`src/rtl/alarm_status_encoder_if.sv`:
```
// Groups the alarm encoder's event inputs and LED/status outputs.
// Latency: none (wires only).
// Backpressure: none; the event lines are pulses and are never stalled.
interface alarm_status_encoder_if;
    logic       arm_req;
    logic       code_ok;
    logic       code_bad;
    logic       sensor_trip;
    logic [2:0] color_out;
    logic       alarm_active;
    logic [1:0] fail_count;

    // Keypad/sensor front-end side: drives events, observes status.
    modport master (
        output arm_req,
        output code_ok,
        output code_bad,
        output sensor_trip,
        input  color_out,
        input  alarm_active,
        input  fail_count
    );

    // Encoder side: consumes events, drives status.
    modport slave (
        input  arm_req,
        input  code_ok,
        input  code_bad,
        input  sensor_trip,
        output color_out,
        output alarm_active,
        output fail_count
    );
endinterface

```
`src/rtl/alarm_status_encoder.sv`:
```
// Alarm-system state machine producing the RGB LED driver colour command.
// Latency: inputs sampled at a rising edge; state and all outputs update on that same edge.
// Backpressure: none; every input pulse is consumed (or deliberately ignored) in its cycle.
module alarm_status_encoder #(
    parameter int TICK_DIV       = 50000000,
    parameter int SELFTEST_TICKS = 2,
    parameter int ARM_TICKS      = 10,
    parameter int ENTRY_TICKS    = 15,
    parameter int GREEN_TICKS    = 3,
    parameter int MAX_FAILS      = 3
) (
    input  logic                   clk,
    input  logic                   rst,
    alarm_status_encoder_if.slave  bus
);

    // Prescaler width; a divide-by-one still needs one (constant zero) bit.
    localparam int PRE_W = (TICK_DIV > 1) ? $clog2(TICK_DIV) : 1;
    localparam logic [PRE_W-1:0] PRE_LAST = PRE_W'(TICK_DIV - 1);

    // A timed state ends on the tick where the tick counter still holds N-1,
    // which lands exactly N*TICK_DIV cycles after the entry edge.
    localparam logic [7:0] SELFTEST_LAST = 8'(SELFTEST_TICKS - 1);
    localparam logic [7:0] ARM_LAST      = 8'(ARM_TICKS - 1);
    localparam logic [7:0] ENTRY_LAST    = 8'(ENTRY_TICKS - 1);
    localparam logic [7:0] GREEN_LAST    = 8'(GREEN_TICKS - 1);
    localparam logic [7:0] FAIL_LIMIT    = 8'(MAX_FAILS);

    // LED driver colour map.
    localparam logic [2:0] COL_IDLE     = 3'b000;
    localparam logic [2:0] COL_SELFTEST = 3'b001;
    localparam logic [2:0] COL_ARMING   = 3'b010;
    localparam logic [2:0] COL_ARMED    = 3'b011;
    localparam logic [2:0] COL_ALARM    = 3'b100;
    localparam logic [2:0] COL_ENTRY    = 3'b101;
    localparam logic [2:0] COL_DISARMED = 3'b110;

    // Encoding 3'd7 is unused and recovers to IDLE.
    typedef enum logic [2:0] {
        ST_IDLE     = 3'd0,
        ST_SELFTEST = 3'd1,
        ST_ARMING   = 3'd2,
        ST_ARMED    = 3'd3,
        ST_ALARM    = 3'd4,
        ST_ENTRY    = 3'd5,
        ST_DISARMED = 3'd6
    } state_t;

    logic arm_req;
    logic code_ok;
    logic code_bad;
    logic sensor_trip;

    assign arm_req     = bus.arm_req;
    assign code_ok     = bus.code_ok;
    assign code_bad    = bus.code_bad;
    assign sensor_trip = bus.sensor_trip;

    state_t            state_q;
    state_t            state_d;
    logic [PRE_W-1:0]  pre_q;
    logic [7:0]        tick_cnt_q;
    logic              tick;
    logic              timed;
    logic [7:0]        tick_last;
    logic              timeout;
    logic [1:0]        fail_q;
    logic [1:0]        fail_d;
    logic [2:0]        fail_inc;
    logic [1:0]        fail_sat;
    logic [2:0]        color_q;
    logic [2:0]        color_d;
    logic              alarm_q;

    assign tick = (pre_q == PRE_LAST);

    // Wrong-code count after one more code_bad, saturating in the 2-bit output.
    assign fail_inc = {1'b0, fail_q} + 3'd1;
    assign fail_sat = fail_inc[2] ? 2'd3 : fail_inc[1:0];

    // Select the tick budget of the current state; untimed states never time out.
    always_comb begin
        timed     = 1'b0;
        tick_last = 8'hFF;
        case (state_q)
            ST_SELFTEST: begin
                timed     = 1'b1;
                tick_last = SELFTEST_LAST;
            end
            ST_ARMING: begin
                timed     = 1'b1;
                tick_last = ARM_LAST;
            end
            ST_ENTRY: begin
                timed     = 1'b1;
                tick_last = ENTRY_LAST;
            end
            ST_DISARMED: begin
                timed     = 1'b1;
                tick_last = GREEN_LAST;
            end
            default: ;
        endcase
    end

    assign timeout = timed && tick && (tick_cnt_q == tick_last);

    // Next state and next wrong-code count; priority is code_ok > code_bad > sensor_trip > timeout.
    always_comb begin
        state_d = state_q;
        fail_d  = fail_q;
        case (state_q)
            ST_SELFTEST: begin
                if (timeout) begin
                    state_d = ST_IDLE;
                end
            end
            ST_IDLE: begin
                if (arm_req) begin
                    state_d = ST_ARMING;
                end
            end
            ST_ARMING: begin
                if (code_ok) begin
                    state_d = ST_IDLE;
                end else if (timeout) begin
                    state_d = ST_ARMED;
                end
            end
            ST_ARMED: begin
                if (code_ok) begin
                    state_d = ST_DISARMED;
                    fail_d  = 2'd0;
                end else if (sensor_trip) begin
                    state_d = ST_ENTRY;
                    fail_d  = 2'd0;
                end
            end
            ST_ENTRY: begin
                if (code_ok) begin
                    // A coincident code_bad is dropped: the right code wins.
                    state_d = ST_DISARMED;
                    fail_d  = 2'd0;
                end else if (code_bad) begin
                    fail_d = fail_sat;
                    if ({5'd0, fail_inc} == FAIL_LIMIT || timeout) begin
                        state_d = ST_ALARM;
                    end
                end else if (timeout) begin
                    state_d = ST_ALARM;
                end
            end
            ST_ALARM: begin
                if (code_ok) begin
                    state_d = ST_DISARMED;
                    fail_d  = 2'd0;
                end
            end
            ST_DISARMED: begin
                if (timeout) begin
                    state_d = ST_IDLE;
                end
            end
            default: begin
                state_d = ST_IDLE;
                fail_d  = 2'd0;
            end
        endcase
    end

    // Colour is decoded from the next state so it lands on the same edge as the state.
    always_comb begin
        color_d = COL_IDLE;
        case (state_d)
            ST_SELFTEST: color_d = COL_SELFTEST;
            ST_IDLE:     color_d = COL_IDLE;
            ST_ARMING:   color_d = COL_ARMING;
            ST_ARMED:    color_d = COL_ARMED;
            ST_ENTRY:    color_d = COL_ENTRY;
            ST_ALARM:    color_d = COL_ALARM;
            ST_DISARMED: color_d = COL_DISARMED;
            default:     color_d = COL_IDLE;
        endcase
    end

    // State register; reset always restarts the self-test.
    always_ff @(posedge clk or posedge rst) begin
        if (rst) begin
            state_q <= ST_SELFTEST;
        end else begin
            state_q <= state_d;
        end
    end

    // Prescaler and tick counter restart on every state change so each timed state runs from zero.
    always_ff @(posedge clk or posedge rst) begin
        if (rst) begin
            pre_q      <= '0;
            tick_cnt_q <= '0;
        end else if (state_d != state_q) begin
            pre_q      <= '0;
            tick_cnt_q <= '0;
        end else if (tick) begin
            pre_q      <= '0;
            tick_cnt_q <= tick_cnt_q + 8'd1;
        end else begin
            pre_q      <= pre_q + PRE_W'(1);
        end
    end

    // Registered outputs, all updated on the edge that moves the state.
    always_ff @(posedge clk or posedge rst) begin
        if (rst) begin
            color_q <= COL_SELFTEST;
            alarm_q <= 1'b0;
            fail_q  <= 2'd0;
        end else begin
            color_q <= color_d;
            alarm_q <= (state_d == ST_ALARM);
            fail_q  <= fail_d;
        end
    end

    assign bus.color_out    = color_q;
    assign bus.alarm_active = alarm_q;
    assign bus.fail_count   = fail_q;

endmodule

```
`src/flat_wrapper.sv`:
```
// flat-port wrapper written by rule: the top's interface ports become plain ports
module alarm_status_encoder_flat 
#(
    parameter int TICK_DIV       = 50000000,
    parameter int SELFTEST_TICKS = 2,
    parameter int ARM_TICKS      = 10,
    parameter int ENTRY_TICKS    = 15,
    parameter int GREEN_TICKS    = 3,
    parameter int MAX_FAILS      = 3
)
  (clk, rst, bus_arm_req, bus_code_ok, bus_code_bad, bus_sensor_trip, bus_color_out, bus_alarm_active, bus_fail_count);
  alarm_status_encoder_if bus_i ();
  input  logic clk;
  input  logic rst;
  input wire logic [$bits(bus_i.arm_req)-1:0] bus_arm_req;
  input wire logic [$bits(bus_i.code_ok)-1:0] bus_code_ok;
  input wire logic [$bits(bus_i.code_bad)-1:0] bus_code_bad;
  input wire logic [$bits(bus_i.sensor_trip)-1:0] bus_sensor_trip;
  output wire logic [$bits(bus_i.color_out)-1:0] bus_color_out;
  output wire logic [$bits(bus_i.alarm_active)-1:0] bus_alarm_active;
  output wire logic [$bits(bus_i.fail_count)-1:0] bus_fail_count;
  assign bus_i.arm_req = bus_arm_req;
  assign bus_i.code_ok = bus_code_ok;
  assign bus_i.code_bad = bus_code_bad;
  assign bus_i.sensor_trip = bus_sensor_trip;
  assign bus_color_out = bus_i.color_out;
  assign bus_alarm_active = bus_i.alarm_active;
  assign bus_fail_count = bus_i.fail_count;
  alarm_status_encoder #(.TICK_DIV(TICK_DIV), .SELFTEST_TICKS(SELFTEST_TICKS), .ARM_TICKS(ARM_TICKS), .ENTRY_TICKS(ENTRY_TICKS), .GREEN_TICKS(GREEN_TICKS), .MAX_FAILS(MAX_FAILS)) u_core (.clk(clk), .rst(rst), .bus(bus_i));
endmodule
```
`config.mk`:
```
export PLATFORM = sky130hd
export DESIGN_NAME = alarm_status_encoder_flat
export DESIGN_NICKNAME = d
export VERILOG_FILES = /design/src/rtl/alarm_status_encoder_if.sv /design/src/rtl/alarm_status_encoder.sv /design/src/flat_wrapper.sv
export SDC_FILE = /design/constraint.sdc
export NUM_CORES = 1
export LEC_CHECK = 0
export CORE_MARGIN = 10
export CORE_UTILIZATION = 55
export CTS_CLUSTER_DIAMETER = 100
export DETAILED_ROUTE_END_ITERATION = 12
export GPL_TIMING_DRIVEN = 1
export PLACE_DENSITY = 0.73
export SLEW_MARGIN = 0
export SYNTH_ARGS = -nofsm -noshare
export SYNTH_HDL_FRONTEND = slang
export SYNTH_SLANG_ARGS = --single-unit
```
`constraint.sdc`:
```
create_clock -name clk -period 4.08 [get_ports clk]
set_input_delay 0.612 -clock clk [delete_from_list [all_inputs] [get_ports clk]]
set_output_delay 0.612 -clock clk [all_outputs]
set_load 0.005 [all_outputs]
```
==> reports/qor.yml, run 1 <==
setup_path:
  slowest_stage: "or4b_4"
  setup.worst_path.start: "u_core.state_q[2]"
  max_stage_delay_ns: 0.59
  regToRegSetupSlack_ns: 1.52
  cp-end-kind: "register"
  cp_data_required_time_ns: 4.28
  worst-r2r-cell-count: 5
  crit_path_end: "u_core.bus.alarm_active"
  path_class: "reg -> reg"
  timing.rr.start: "u_core.state_q[2]"
  arrival_ns: 2.75
  cp-start-kind: "register"
  path_cells: "nand4bb_1, a41o_1, a221o_1, or4b_4, a2111oi_2"
  crit_fanout: 19
  rr_endpoint: "u_core.bus.alarm_active"
yosys:
  netlist_area_sq_mm: 0.00230
  syn_inst: 243
  avgSynthCellArea_sq_um: 9.48
  synth_edf_count: 0
  async_reset_ff_frac: 1.00
  yosysWarnings: 0
  ys_ff_latch: 43
  syn_nets: 251
  ys_types: 48
  seq_area_frac_synth: 0.468
  synth_flop_cell: "dfrtp_1"
run:
  maxCapViolCount: 0
sta:
  fin_crit_ns: 2.56
  skew_ns: 0.00990
  worst_slew_pin_slew_ns: 0.718
  hold_viol_final: 0
  fin_crit_sh: 0.627
  finalMaxSlewViolations: 0
  tns_ns: 0
  slew_headroom: 0.518
  fmax_ghz: 0.391
  rsz0062_at_grt: "no"
  setup_viol: 0
power:
  powerDensity_mw_per_mm2: 395
  power_uw: 1020
  intPower_uw: 767
  netSwitchingPower_uw: 254
  combPwrFrac: 0.120
  max-vdd-ir-drop_uv: 386
  leakagePower_uw: 0.00112
  swShare: 0.249
  clkPwrFrac: 0.385
  seqPwrFrac: 0.495
drt:
  dr.pass1.iters: 4
  viasPerCell: 5.87
  vias: 1791
  drc_errors: 0
  routedWlPerCell_um: 15.2
  totalWireLength_um: 4630
  first_iter_violations: 120
  ant_nets: 0
cts:
  cts_made_buffers: 5
  post_cts_resized: 0
  cts_root_buf: "clkbuf_8"
  clk_path_buf_depth: 2
  cts-htree-levels: 2
  cts_tree: "yes"
  worstSkewPairLatency_ns: 0.30
  clkSlewWorstSetupHoldPaths_ns: 0.09
  post_cts_buffers: 0
  cts.sinks: 43
  ctsHoldBuffers: 0
floorplan:
  die_w_um: 84.7
  initial_core_util: 0.572
  num_io_pins: 12
  die-area_sq_mm: 0.00718
  rows: 23
  core_sq_mm: 0.00403
  die_h_um: 84.7
placement:
  port_buffers: 11
  gp_congestion: 0.741
  hpwlAfterDp_um: 3120
final_layout:
  multi_input_area_sq_mm: 0.00115
  final_common_cell: "dfrtp_1"
  area_growth_pct: 11.9
  nets: 262
  fillers: 335
  layout-drive-gt1-share: 0.0549
  regArea_sq_mm: 0.00108
  antenna_cells: 0
  layout_common_cells: "dfrtp_1 (41), nor2_1 (37), xor2_1 (19)"
grt:
  grt_antenna_before_repair: 0
  grt_pass1_wl_um: 8000
  grt_max_degree: 44
  overflow: 0
  track_usage: 0.132
  grt_pass1_vias: 1726
run_status:
  outcome: "completed"
worst_hold_path:
  hold_path.class: "reg -> reg"
  hold_start: "u_core.pre_q[0]"
[how the worst min path moves through the flow]
stage | endpoint | cells after the start
floorplan | u_core.pre_q[0] | 1
global placement | u_core.pre_q[0] | 1
detailed placement | u_core.pre_q[0] | 1
CTS | u_core.pre_q[0] | 1
global route | u_core.pre_q[0] | 1
finish | u_core.pre_q[0] | 1
[power by group through the flow]
stage	clock (uW)	sequential, uW	combinational, uW
floorplan	0	501	97.6
global placement	0	511	125
detailed placement	0	512	123
CTS	398	504	125
global route	414	513	140
finish	393	505	122
[logic make-up (layout without fill, tap and decap cells)]
family	after synthesis	in the layout	share of synthesized area
adder cells (fa/ha/maj)	2	2	0.0109
AND/OR/NAND/NOR	115	115	0.263
XOR/XNOR	27	27	0.103
multiplexers	3	3	0.0136
buffers and inverters	16	28	0.0309
AO/OA/AOI/OAI	37	37	0.111
flip-flops	43	43	0.468
[per-stage QoR]
step	area [sq um]	cells	hold slack (ns)	util	worst slack, ns
finish	2580	305	0.493	0.640	1.52
global route	2580	305	0.537	0.640	1.38
CTS	2580	305	0.492	0.640	1.52
detailed placement	2450	297	0.481	0.607	1.54
global placement	2450	297	0.478	0.607	1.54
floorplan	2300	243	0.455	-	1.83
[layer usage]
metal  vias up  global-route usage  routed length, um  share of wire
li1        895                   -                  -              -
met1       853               0.172               2260           0.49
met2        38               0.205               2060           0.44
met3         5              0.0396                266          0.057
met4         0              0.0434                 46         0.0099
met5         -                   0                  0              0
[synth_stat cells (2+ instances only)]
library cell / count / share of area
a211oi_1: 2 / 0.0065
a21oi_1: 10 / 0.022
a41o_1: 3 / 0.013
and3_1: 8 / 0.022
and3b_1: 2 / 0.0076
and4_1: 3 / 0.011
clkbuf_1: 6 / 0.0098
dfrtp_1: 41 / 0.45
dfstp_2: 2 / 0.023
ha_1: 2 / 0.011
inv_1: 5 / 0.0081
mux2i_1: 2 / 0.0087
nand2_1: 12 / 0.020
nand3_1: 17 / 0.037
nand3b_1: 2 / 0.0065
nand4_1: 8 / 0.022
nand4bb_1: 2 / 0.0098
nor2_1: 37 / 0.060
nor2b_1: 2 / 0.0054
nor3_1: 9 / 0.020
nor4b_1: 2 / 0.0076
o2111ai_1: 2 / 0.0076
o211ai_1: 6 / 0.020
o21ai_0: 4 / 0.0087
o21ai_1: 3 / 0.0065
or3_1: 4 / 0.011
xnor2_1: 8 / 0.030
xor2_1: 19 / 0.072
[worst max-delay path, delay by kind of cell, from the launching register on]
kind | cells | cell delay [ns]
AO/OA/AOI/OAI | 3 | 0.95
AND/OR/NAND/NOR | 2 | 0.91
flip-flops | 1 | 0.58
[area by class of cell]
class | count | area share
Multi-Input combinational cell | 184 | 0.448
Sequential cell | 43 | 0.418
Timing Repair Buffer | 13 | 0.0485
Clock buffer | 6 | 0.0281
Tap cell | 50 | 0.0242
Clock inverter | 2 | 0.0233
Inverter | 7 | 0.0102
[sequential cells by signal, indices dropped and copies added (netlist names)]
signal and cells:
u_core.tick_cnt_q 8, u_core.bus.color_out 3, u_core.pre_q 26, u_core.state_q 3, u_core.bus.alarm_active 1, u_core.bus.fail_count 2
Power figures use the tool's default switching activity.
==> inputs of run 2 (changes only) <==
==> constraint.sdc (replaced) <==
create_clock -name clk -period 2.5 [get_ports clk]
set_input_delay 0.375 -clock clk [delete_from_list [all_inputs] [get_ports clk]]
set_output_delay 0.375 -clock clk [all_outputs]
set_load 0.005 [all_outputs]
==> run 2 against run 1 <==
Setup slack lost 1.3 ns. Clock power up 14%. Total power up 46%. Critical path depth unchanged. Hold slack got worse by 0.054 ns. Wire length increased by 4.6%. Sequential share of layout area shrank 0.80 points. Largest power group unchanged. Combinational power grew 85%. Via count is 5.8% higher. Sequential cell count is the same.
==> reports/qor.yml, run 2 (synthesized netlist as in run 1, its figures left out) <==
run:
  maxCapViolCount: 0  # unchanged
setup_path:
  rr_endpoint: "u_core.bus.alarm_active"
  regToRegSetupSlack_ns: 0.25  # -1.27 ns
  crit_path_end: "u_core.bus.alarm_active"
  path_class: "reg -> reg"
  cp_data_required_time_ns: 2.70  # -1.58 ns
  setup.worst_path.start: "u_core.state_q[0]"
  crit_fanout: 5  # -14
  cp-start-kind: "register"
  cp-end-kind: "register"
  timing.rr.start: "u_core.state_q[0]"
  arrival_ns: 2.45  # -0.30 ns
  worst-r2r-cell-count: 5  # unchanged
power:
  swShare: 0.290  # +0.0413
  max-vdd-ir-drop_uv: 454  # +18%
  leakagePower_uw: 0.00116  # +3.5%
  seqPwrFrac: 0.547  # +0.052
  powerDensity_mw_per_mm2: 566  # +43%
  combPwrFrac: 0.152  # +0.032
  intPower_uw: 1060  # +38%
  power_uw: 1490  # +46%
  netSwitchingPower_uw: 431  # +70%
  clkPwrFrac: 0.301  # -0.084
final_layout:
  layout_common_cells: "dfrtp_1 (41), nor2_1 (37), xor2_1 (19)"
  regArea_sq_mm: 0.00108  # unchanged
  layout-drive-gt1-share: 0.101  # +0.0458
  nets: 275  # +5.0%
  final_util: 0.653  # +0.0124
  multi_input_area_sq_mm: 0.00115  # unchanged
  top_register: "u_core.pre_q"
  fillers: 345  # +3.0%
  final_common_cell: "dfrtp_1"
  top_regs: "u_core.pre_q: 26 flops, u_core.tick_cnt_q: 8 flops"
  largest_reg_flops: 26  # unchanged
  antenna_cells: 0  # unchanged
  area_growth_pct: 14.1
cts:
  post_cts_buffers: 0  # unchanged
  clkSlewWorstSetupHoldPaths_ns: 0.09  # about the same
  post_cts_resized: 0  # unchanged
  cts-htree-levels: 2  # unchanged
  cts.sinks: 43  # unchanged
  cts_tree: "yes"
  cts_made_buffers: 5  # unchanged
  ctsHoldBuffers: 0  # unchanged
  cts_root_buf: "clkbuf_8"
  clk_path_buf_depth: 2  # unchanged
  worstSkewPairLatency_ns: 0.30  # about the same
floorplan:
  die_h_um: 84.7  # unchanged
  num_io_pins: 12  # unchanged
  initial_core_util: 0.572  # unchanged
  die_w_um: 84.7  # unchanged
  die-area_sq_mm: 0.00718  # unchanged
  rows: 23  # unchanged
  core_sq_mm: 0.00403  # unchanged
placement:
  gp_congestion: 0.850  # +15%
  port_buffers: 11  # unchanged
  hpwlAfterDp_um: 3390  # +8.8%
drt:
  ant_nets: 0  # unchanged
  viasPerCell: 5.96  # +1.5%
  dr.pass1.iters: 4  # unchanged
  drc_errors: 0  # unchanged
  first_iter_violations: 90  # -25%
  routedWlPerCell_um: 15.2  # +0.35%
  vias: 1895  # +5.8%
  totalWireLength_um: 4840  # +4.6%
sta:
  tns_ns: 0  # unchanged
  worst_slew_pin_slew_ns: 0.822  # +0.104 ns
  rsz0062_at_grt: "no"
  fin_crit_sh: 0.899  # +0.272
  fmax_ghz: 0.445  # +14%
  setup_viol: 0  # unchanged
  skew_ns: 0.00538  # -0.00452 ns
  hold_viol_final: 0  # unchanged
  fin_crit_ns: 2.25  # -0.309 ns
  slew_headroom: 0.449  # -0.0689
  finalMaxSlewViolations: 0  # unchanged
grt:
  grt_pass1_vias: 1831  # +6.1%
  grt_max_degree: 25  # -43%
  track_usage: 0.141  # +0.00866
  grt_pass1_wl_um: 8450  # +5.6%
  overflow: 0  # unchanged
  grt_antenna_before_repair: 0  # unchanged
worst_hold_path:
  hold_path.class: "in -> async"
run_status:
  outcome: "completed"
run 2: area by class of cell:
| cell class | count | share of cell area |
|---|---|---|
| Multi-Input combinational cell | 184 | 0.439 |
| Sequential cell | 43 | 0.410 |
| Timing Repair Buffer | 26 | 0.0847 |
| Clock buffer | 6 | 0.0276 |
| Tap cell | 50 | 0.0238 |
| Inverter | 7 | 0.00999 |
| Clock inverter | 2 | 0.00476 |
run 2: worst min path at each step:
stage,slack (ns),to,from
global placement,0.47,u_core.pre_q[0],u_core.pre_q[0]
detailed placement,0.48,u_core.pre_q[0],u_core.pre_q[0]
global route,0.50,u_core.pre_q[25],rst
floorplan,0.45,u_core.pre_q[0],u_core.pre_q[0]
finish,0.44,u_core.pre_q[25],rst
CTS,0.47,u_core.pre_q[25],rst
run 2: power groups by stage:
| stage | Combinational (uW) | Sequential [uW] | Clock [uW] |
|---|---|---|---|
| floorplan | 159 | 818 | 0 |
| global placement | 222 | 826 | 0 |
| detailed placement | 228 | 828 | 0 |
| CTS | 230 | 814 | 458 |
| global route | 258 | 824 | 485 |
| finish | 226 | 814 | 448 |
run 2: per-stage QoR:
stage	worst slack (ns)	cell area, sq um	hold slack (ns)	instances
2_1_floorplan	0.250	2300	0.455	243
3_3_place_gp	0.305	2540	0.474	310
3_5_place_dp	0.276	2540	0.479	310
4_1_cts	0.261	2630	0.470	318
5_1_grt	0.155	2630	0.497	318
6_report	0.253	2630	0.439	318
run 2: metal layers:
| layer | part of all wire | routed length (um) | vias up | GRT usage |
|---|---|---|---|---|
| met5 | 0 | 0 | - | 0 |
| met3 | 0.046 | 223 | 8 | 0.0338 |
| li1 | - | - | 919 | - |
| met2 | 0.45 | 2180 | 34 | 0.216 |
| met4 | 0.018 | 88 | 0 | 0.0763 |
| met1 | 0.49 | 2350 | 934 | 0.179 |
run 2: worst max-delay path, cell delays in order, from the launching register on:
cell	delay (ns)
dfstp_2	0.56
nand4bb_1	0.15
a41o_1	0.24
a221o_1	0.33
or4b_4	0.56
a2111oi_2	0.30
==> inputs of run 3 (changes only) <==
--- a/config.mk
+++ b/config.mk
@@ -11,6 +11,7 @@
 export DETAILED_ROUTE_END_ITERATION = 12
 export GPL_TIMING_DRIVEN = 1
 export PLACE_DENSITY = 0.73
+export SKIP_CTS_REPAIR_TIMING = 1
 export SLEW_MARGIN = 0
 export SYNTH_ARGS = -nofsm -noshare
 export SYNTH_HDL_FRONTEND = slang
==> results of run 3 <==
No change in the layout: final DEF, timing and power equal those of run 2.
